File: src/rtl/alu_pkg.sv
// Shared encodings for the ALU control unit: ALUOp classes, R-format function
// codes, ALU_Cnt selects and the multiplier sequencing states.
package alu_pkg;

  localparam logic [1:0] ALUOP_I   = 2'b00;
  localparam logic [1:0] ALUOP_BR  = 2'b01;
  localparam logic [1:0] ALUOP_R   = 2'b10;
  localparam logic [1:0] ALUOP_RSV = 2'b11;

  localparam logic [4:0] F_AND = 5'b00001;
  localparam logic [4:0] F_OR  = 5'b00010;
  localparam logic [4:0] F_XOR = 5'b00011;
  localparam logic [4:0] F_ADD = 5'b00100;
  localparam logic [4:0] F_SUB = 5'b00111;
  localparam logic [4:0] F_SLT = 5'b01000;
  localparam logic [4:0] F_MUL = 5'b01001;

  // ALU_Cnt is {Bnegate, OP}
  localparam logic [2:0] CNT_AND = 3'b000;
  localparam logic [2:0] CNT_OR  = 3'b001;
  localparam logic [2:0] CNT_XOR = 3'b011;
  localparam logic [2:0] CNT_ADD = 3'b010;
  localparam logic [2:0] CNT_SUB = 3'b110;
  localparam logic [2:0] CNT_SLT = 3'b111;

  typedef enum logic [1:0] {
    ST_IDLE = 2'b00,
    ST_MUL  = 2'b01,
    ST_DONE = 2'b10
  } state_t;

endpackage

File: src/rtl/mul_shift_add.sv
// Iterative unsigned shift-add multiplier datapath: one partial product per
// step, fixed DATA_W steps, 2*DATA_W-bit accumulator.
module mul_shift_add #(
  parameter int DATA_W = 16
) (
  input  logic                clk,
  input  logic                reset,
  input  logic                load,
  input  logic                step,
  input  logic [DATA_W-1:0]   operand_a,
  input  logic [DATA_W-1:0]   operand_b,
  output logic [2*DATA_W-1:0] acc,
  output logic                last
);

  localparam int ITER_W = $clog2(DATA_W) + 1;

  logic [2*DATA_W-1:0] mcand;
  logic [DATA_W-1:0]   mplier;
  logic [ITER_W-1:0]   count;

  // NOTE: non-blocking assignments here so every register samples the
  // pre-edge value of acc/mcand/mplier, exactly like the hardware does.
  always_ff @(posedge clk) begin
    if (reset) begin
      mcand  <= '0;
      mplier <= '0;
      acc    <= '0;
      count  <= '0;
    end else if (load) begin
      mcand  <= {{DATA_W{1'b0}}, operand_a};
      mplier <= operand_b;
      acc    <= '0;
      count  <= '0;
    end else if (step) begin
      if (mplier[0]) acc <= acc + mcand;
      mcand  <= mcand << 1;
      mplier <= mplier >> 1;
      count  <= count + 1'b1;
    end
  end

  assign last = step && (count == ITER_W'(DATA_W - 1));

endmodule

File: src/rtl/alu_ctrl_mc.sv
// ALU control unit: combinational {ALUOp, Funct} decode plus the sequencer
// that stalls the CPU while the shift-add multiplier runs.
module alu_ctrl_mc
  import alu_pkg::*;
#(
  parameter int FUNCT_W = 5,
  parameter int DATA_W  = 16,
  parameter int CNT_W   = 3
) (
  input  logic               clk,
  input  logic               reset,
  input  logic               valid_in,
  input  logic [1:0]         ALUOp,
  input  logic [FUNCT_W-1:0] Funct,
  input  logic [DATA_W-1:0]  operand_a,
  input  logic [DATA_W-1:0]  operand_b,
  output logic [CNT_W-1:0]   ALU_Cnt,
  output logic               illegal_op,
  output logic               stall,
  output logic               mul_done,
  output logic [DATA_W-1:0]  mul_lo,
  output logic [DATA_W-1:0]  mul_hi
);

  state_t              state, state_next;
  logic [2:0]          dec_cnt;
  logic                dec_illegal;
  logic                is_mul;
  logic                funct_hi_zero;
  logic                mul_issue;
  logic                mul_last;
  logic [2*DATA_W-1:0] acc;

  assign funct_hi_zero = ((Funct >> 5) == '0);

  // NOTE: every decode output gets a default before the case; a path that
  // leaves one unassigned would infer a latch.
  always_comb begin
    dec_cnt     = CNT_AND;
    dec_illegal = 1'b0;
    is_mul      = 1'b0;
    if (valid_in) begin
      case (ALUOp)
        ALUOP_I:  dec_cnt = CNT_ADD;
        ALUOP_BR: dec_cnt = CNT_SUB;
        ALUOP_R: begin
          if (!funct_hi_zero) begin
            dec_illegal = 1'b1;
          end else begin
            case (Funct[4:0])
              F_AND:   dec_cnt = CNT_AND;
              F_OR:    dec_cnt = CNT_OR;
              F_XOR:   dec_cnt = CNT_XOR;
              F_ADD:   dec_cnt = CNT_ADD;
              F_SUB:   dec_cnt = CNT_SUB;
              F_SLT:   dec_cnt = CNT_SLT;
              F_MUL:   is_mul  = 1'b1;
              default: dec_illegal = 1'b1;
            endcase
          end
        end
        default: dec_illegal = 1'b1;
      endcase
    end
  end

  assign ALU_Cnt   = CNT_W'(dec_cnt);
  assign mul_issue = (state == ST_IDLE) && is_mul;

  always_ff @(posedge clk) begin
    if (reset) state <= ST_IDLE;
    else       state <= state_next;
  end

  always_comb begin
    state_next = state;
    case (state)
      ST_IDLE: if (mul_issue) state_next = ST_MUL;
      ST_MUL:  if (mul_last)  state_next = ST_DONE;
      ST_DONE: state_next = ST_IDLE;
      default: state_next = ST_IDLE;
    endcase
  end

  // Stall drops in DONE so the CPU retires the MUL and writes mul_lo that cycle.
  assign stall      = mul_issue || (state == ST_MUL);
  assign mul_done   = (state == ST_DONE);
  assign illegal_op = dec_illegal && (state != ST_MUL);

  mul_shift_add #(.DATA_W(DATA_W)) u_mul (
    .clk       (clk),
    .reset     (reset),
    .load      (mul_issue),
    .step      (state == ST_MUL),
    .operand_a (operand_a),
    .operand_b (operand_b),
    .acc       (acc),
    .last      (mul_last)
  );

  assign mul_lo = acc[DATA_W-1:0];
  assign mul_hi = acc[2*DATA_W-1:DATA_W];

endmodule

File: config.mk
export PLATFORM = sky130hd
export DESIGN_NAME = alu_ctrl_mc
export DESIGN_NICKNAME = d
export VERILOG_FILES = /design/src/rtl/alu_pkg.sv /design/src/rtl/mul_shift_add.sv /design/src/rtl/alu_ctrl_mc.sv
export SDC_FILE = /design/constraint.sdc
export NUM_CORES = 1
export LEC_CHECK = 0
export BUFFER_PORTS_ARGS = -buffer_cell sky130_fd_sc_hd__buf_2
export CORE_MARGIN = 5
export CORE_UTILIZATION = 33
export CTS_BUF_LIST = sky130_fd_sc_hd__clkbuf_4 sky130_fd_sc_hd__clkbuf_8
export CTS_CLUSTER_SIZE = 16
export DETAILED_ROUTE_END_ITERATION = 12
export SLEW_MARGIN = 25
export SYNTH_ARGS = -nofsm -noshare
export SYNTH_HDL_FRONTEND = slang
export SYNTH_SLANG_ARGS = --single-unit
File: constraint.sdc
create_clock -name clk -period 3.4 [get_ports clk]
set_input_delay 0.17 -clock clk [delete_from_list [all_inputs] [get_ports clk]]
set_output_delay 0.17 -clock clk [all_outputs]
set_load 0.01 [all_outputs]
==> metrics.md <==
| Metric | Value |
|---|---|
| TritonCTS Sinks | `87` |
| Number of global-route vias before repair | `4521` |
| Post-synth EDFFs | `0` |
| Post-Syn Area | `5070 um^2` |
| Die width | `134 um` |
| Status | `complete, no violations` |
| Worst Path Class, Setup | `reg -> reg` |
| Antenna-violating nets left | `0` |
| H-Tree Level Count | `3` |
| Setup Fix Bufs, Post-CTS | `0` |
| Post-synth top flop | `dfxtp_1` |
| Worst slew pin tran | `approximately 0.9 ns` |
| Initial antenna violation count | `0` |
| Post-synth top cells | `nand2_1, dfxtp_1, a21oi_1` |
| Detailed Route WL | `roughly 13000 um` |
| CTS Hold Buffers Added | `0` |
| Final setup fails | `0` |
| Pre-CTS worst setup slack | `between 0.3 and 0.4 ns` |
| Flops & latches, synth | `87` |
| Max-slew violations | `0` |
| Initial DRC Count | `283` |
| Post_cts resized | `0` |
| Layout cells sized above 1 | `16.7%` |
| Input/output buffers | `79` |
| CTS Buffer Depth | `2` |
| Synth warnings | `0` |
| Syn nets | `between 700 and 800` |
| CTS tree | `done` |
| CP max stage cell | `a221oi_1` |
| Total power divided by cell area | `320 nW/um^2` |
| Hold Path Class | `in -> reg` |
| First-pass GRT wire length | `22200 um` |
| CP most frequent cell | `a31oi_1` |
| Post-DP HPWL | `9720 um` |
| Starting Density | `between 30 and 40%` |
| Clock root cell | `clkbuf_8` |
| CP required | `3.68 ns` |
| DRC Markers | `0` |
| Crit-path max FO | `3` |
| Top cells by area, synth | `dfxtp_1, nand2_1, a21oi_1, ha_1, xnor2_1` |
| Arr. time, crit path | `3.37 ns` |
| TritonRoute pass-1 iters | `5` |
| Final instance area | `roughly 5800 um^2` |
| Vias | `4773` |
| Post-synth top area share | `34.3%` |
| Final Skew | `0.0129 ns` |
| Die area | `18000 um^2` |
| RSZ-0062 raised after global routing | `no` |
| Startpoint types | `register` |
| Critical path's largest stage delay | `0.46 ns` |
| Largest net degree at the start of global routing | `40` |
| Leakage | `about 2.4 nW` |
| Max transition margin | `38.2%` |
| Die Height | `~130 um` |
| Worst Slack Setup Final | `0.306 ns` |
| Cell Count, Final, Fillers Out | `907` |
| Gr usage total | `15.1%` |
| Syn Inst Count | `656` |
| Synth cell types | `52` |
| Worst path top cell family by delay | `compound AO/OA/AOI/OAI gates` |
| Post-placement cell count | `just under 900` |
| Tcrit/Tclk final | `91.0%` |
| Placed instance area | `5600 um^2` |
| Number of core rows | `45` |
| Clk pin slew, worst setup/hold paths | `about 0.09 ns` |
| Routability Congestion | `0.865` |
| Clk_lat worst skew | `0.38 ns` |
| Count leader, synth | `nand2_1` |
| Diodes inserted | `0` |
| CTS buffer count | `9` |
| Grt ovf | `0` |
| Via density per instance | `about 5.3` |
| Area grow syn2layout | `14.3%` |
| Buf/Inv on CP | `0` |
| Core area | `15100 um^2` |
| Maximum vdd drop | `0.000143 V` |
| Worst-path cell chain | `ha_1 -> fa_1 -> a21o_1 -> a31oi_1 -> nor2_1 -> a221oi_1 -> nor2b_1 -> a21oi_1 -> a31oi_1 -> nor4_1 -> a211o_1` |
| Syn_area_per_cell | `7.74 um^2` |
| Hold Fails Final Rpt | `0` |
| Async SR Flop Fraction | `0%` |
| CP endpoint kind | `register` |
| Fmax | `323 MHz` |
| Routed wire per std cell | `around 15 um` |
| Cell taking the most area after synthesis | `dfxtp_1` |
| Post-layout min period | `3.09 ns` |
| Final #Nets | `between 700 and 800` |
| Max_cap viols | `0` |
| IO Count | `80` |
| Seq/Total Area, Yosys | `34.3%` |
| Final TNS setup | `0 ns` |
==> cell usage in the layout, fill, tap and decap left out, drive strengths merged, types with 11 or more instances in the layout <==
cell    instances
a21o           17
a21oi          85
a22oi          14
a311oi         16
buf            89
dfxtp          87
ha             33
nand2         140
nand3          23
nand4          11
nor2           42
o21ai          19
xnor2          19
==> routing by layer <==
layer	routed length, um	GRT usage, %	share of wire [%]	vias up
met4	187	4.58	1.4	0
met2	5800	23.3	44	105
met1	6600	20.8	50	2179
met5	0	0	0	-
met3	720	3.94	5.4	14
li1	-	-	-	2475
==> cell type report <==
type,count,area [um^2]
Clock inverter,6,60.1
Multi-Input combinational cell,518,3120
Sequential cell,87,1740
Timing Repair Buffer,89,470
Inverter,9,33.8
Clock buffer,10,138
Tap cell,188,235
Fill cell,1605,9350
==> tightest hold or removal path, stage by stage <==
cell and delay, ns:
buf_2 0.10, nand2_1 0.05, a21oi_1 0.05
==> state kept, by name, indices dropped and copies added, names as in the netlist <==
| signal | cells |
|---|---|
| u_mul.mcand | 32 |
| u_mul.count | 5 |
| u_mul.acc | 32 |
| state | 2 |
| u_mul.mplier | 16 |
==> stage by stage <==
step / utilization [%] / total power [W] / hold WS (ns)
after global routing: 38.3 / 0.00193 / 0.0259
after detailed placement: 37.0 / 0.00112 / 0.430
after floorplan: - / 0.00108 / 0.306
after CTS: 38.3 / 0.00188 / 0.0154
final: 38.3 / 0.00185 / 0.0377
after global placement: 37.0 / 0.00112 / 0.428
==> cell families (layout without fill, tap and decap cells) <==
kind of cell / after synthesis / count (layout) / synth area share, %
compound gates: 193 / 193 / 24.7
buf+inv: 51 / 114 / 4.44
xor+xnor: 26 / 26 / 4.49
mux: 2 / 2 / 0.394
flops: 87 / 87 / 34.3
simple gates: 263 / 263 / 23.1
fa+ha+maj: 34 / 34 / 8.53
==> worst paths after layout <==
kind,from,endpoint,slack [ns],cells past startpoint
min reg2reg,u_mul.mplier[13],u_mul.mplier[13],0.46,2
min,operand_b[15],u_mul.mplier[15],0.04,3
max,u_mul.acc[0],u_mul.acc[28],0.31,11
max reg2reg,u_mul.acc[0],u_mul.acc[28],0.31,11
==> power by group <==
part / switching (W) / internal (W) / total [W]
clock: 0.000402 / 0.000356 / 0.000758
combinational: 0.0000449 / 0.0000302 / 0.0000751
sequential: 0.00000116 / 0.00102 / 0.00102
total: 0.000449 / 0.00141 / 0.00185
(Power assumes the default switching activity.)
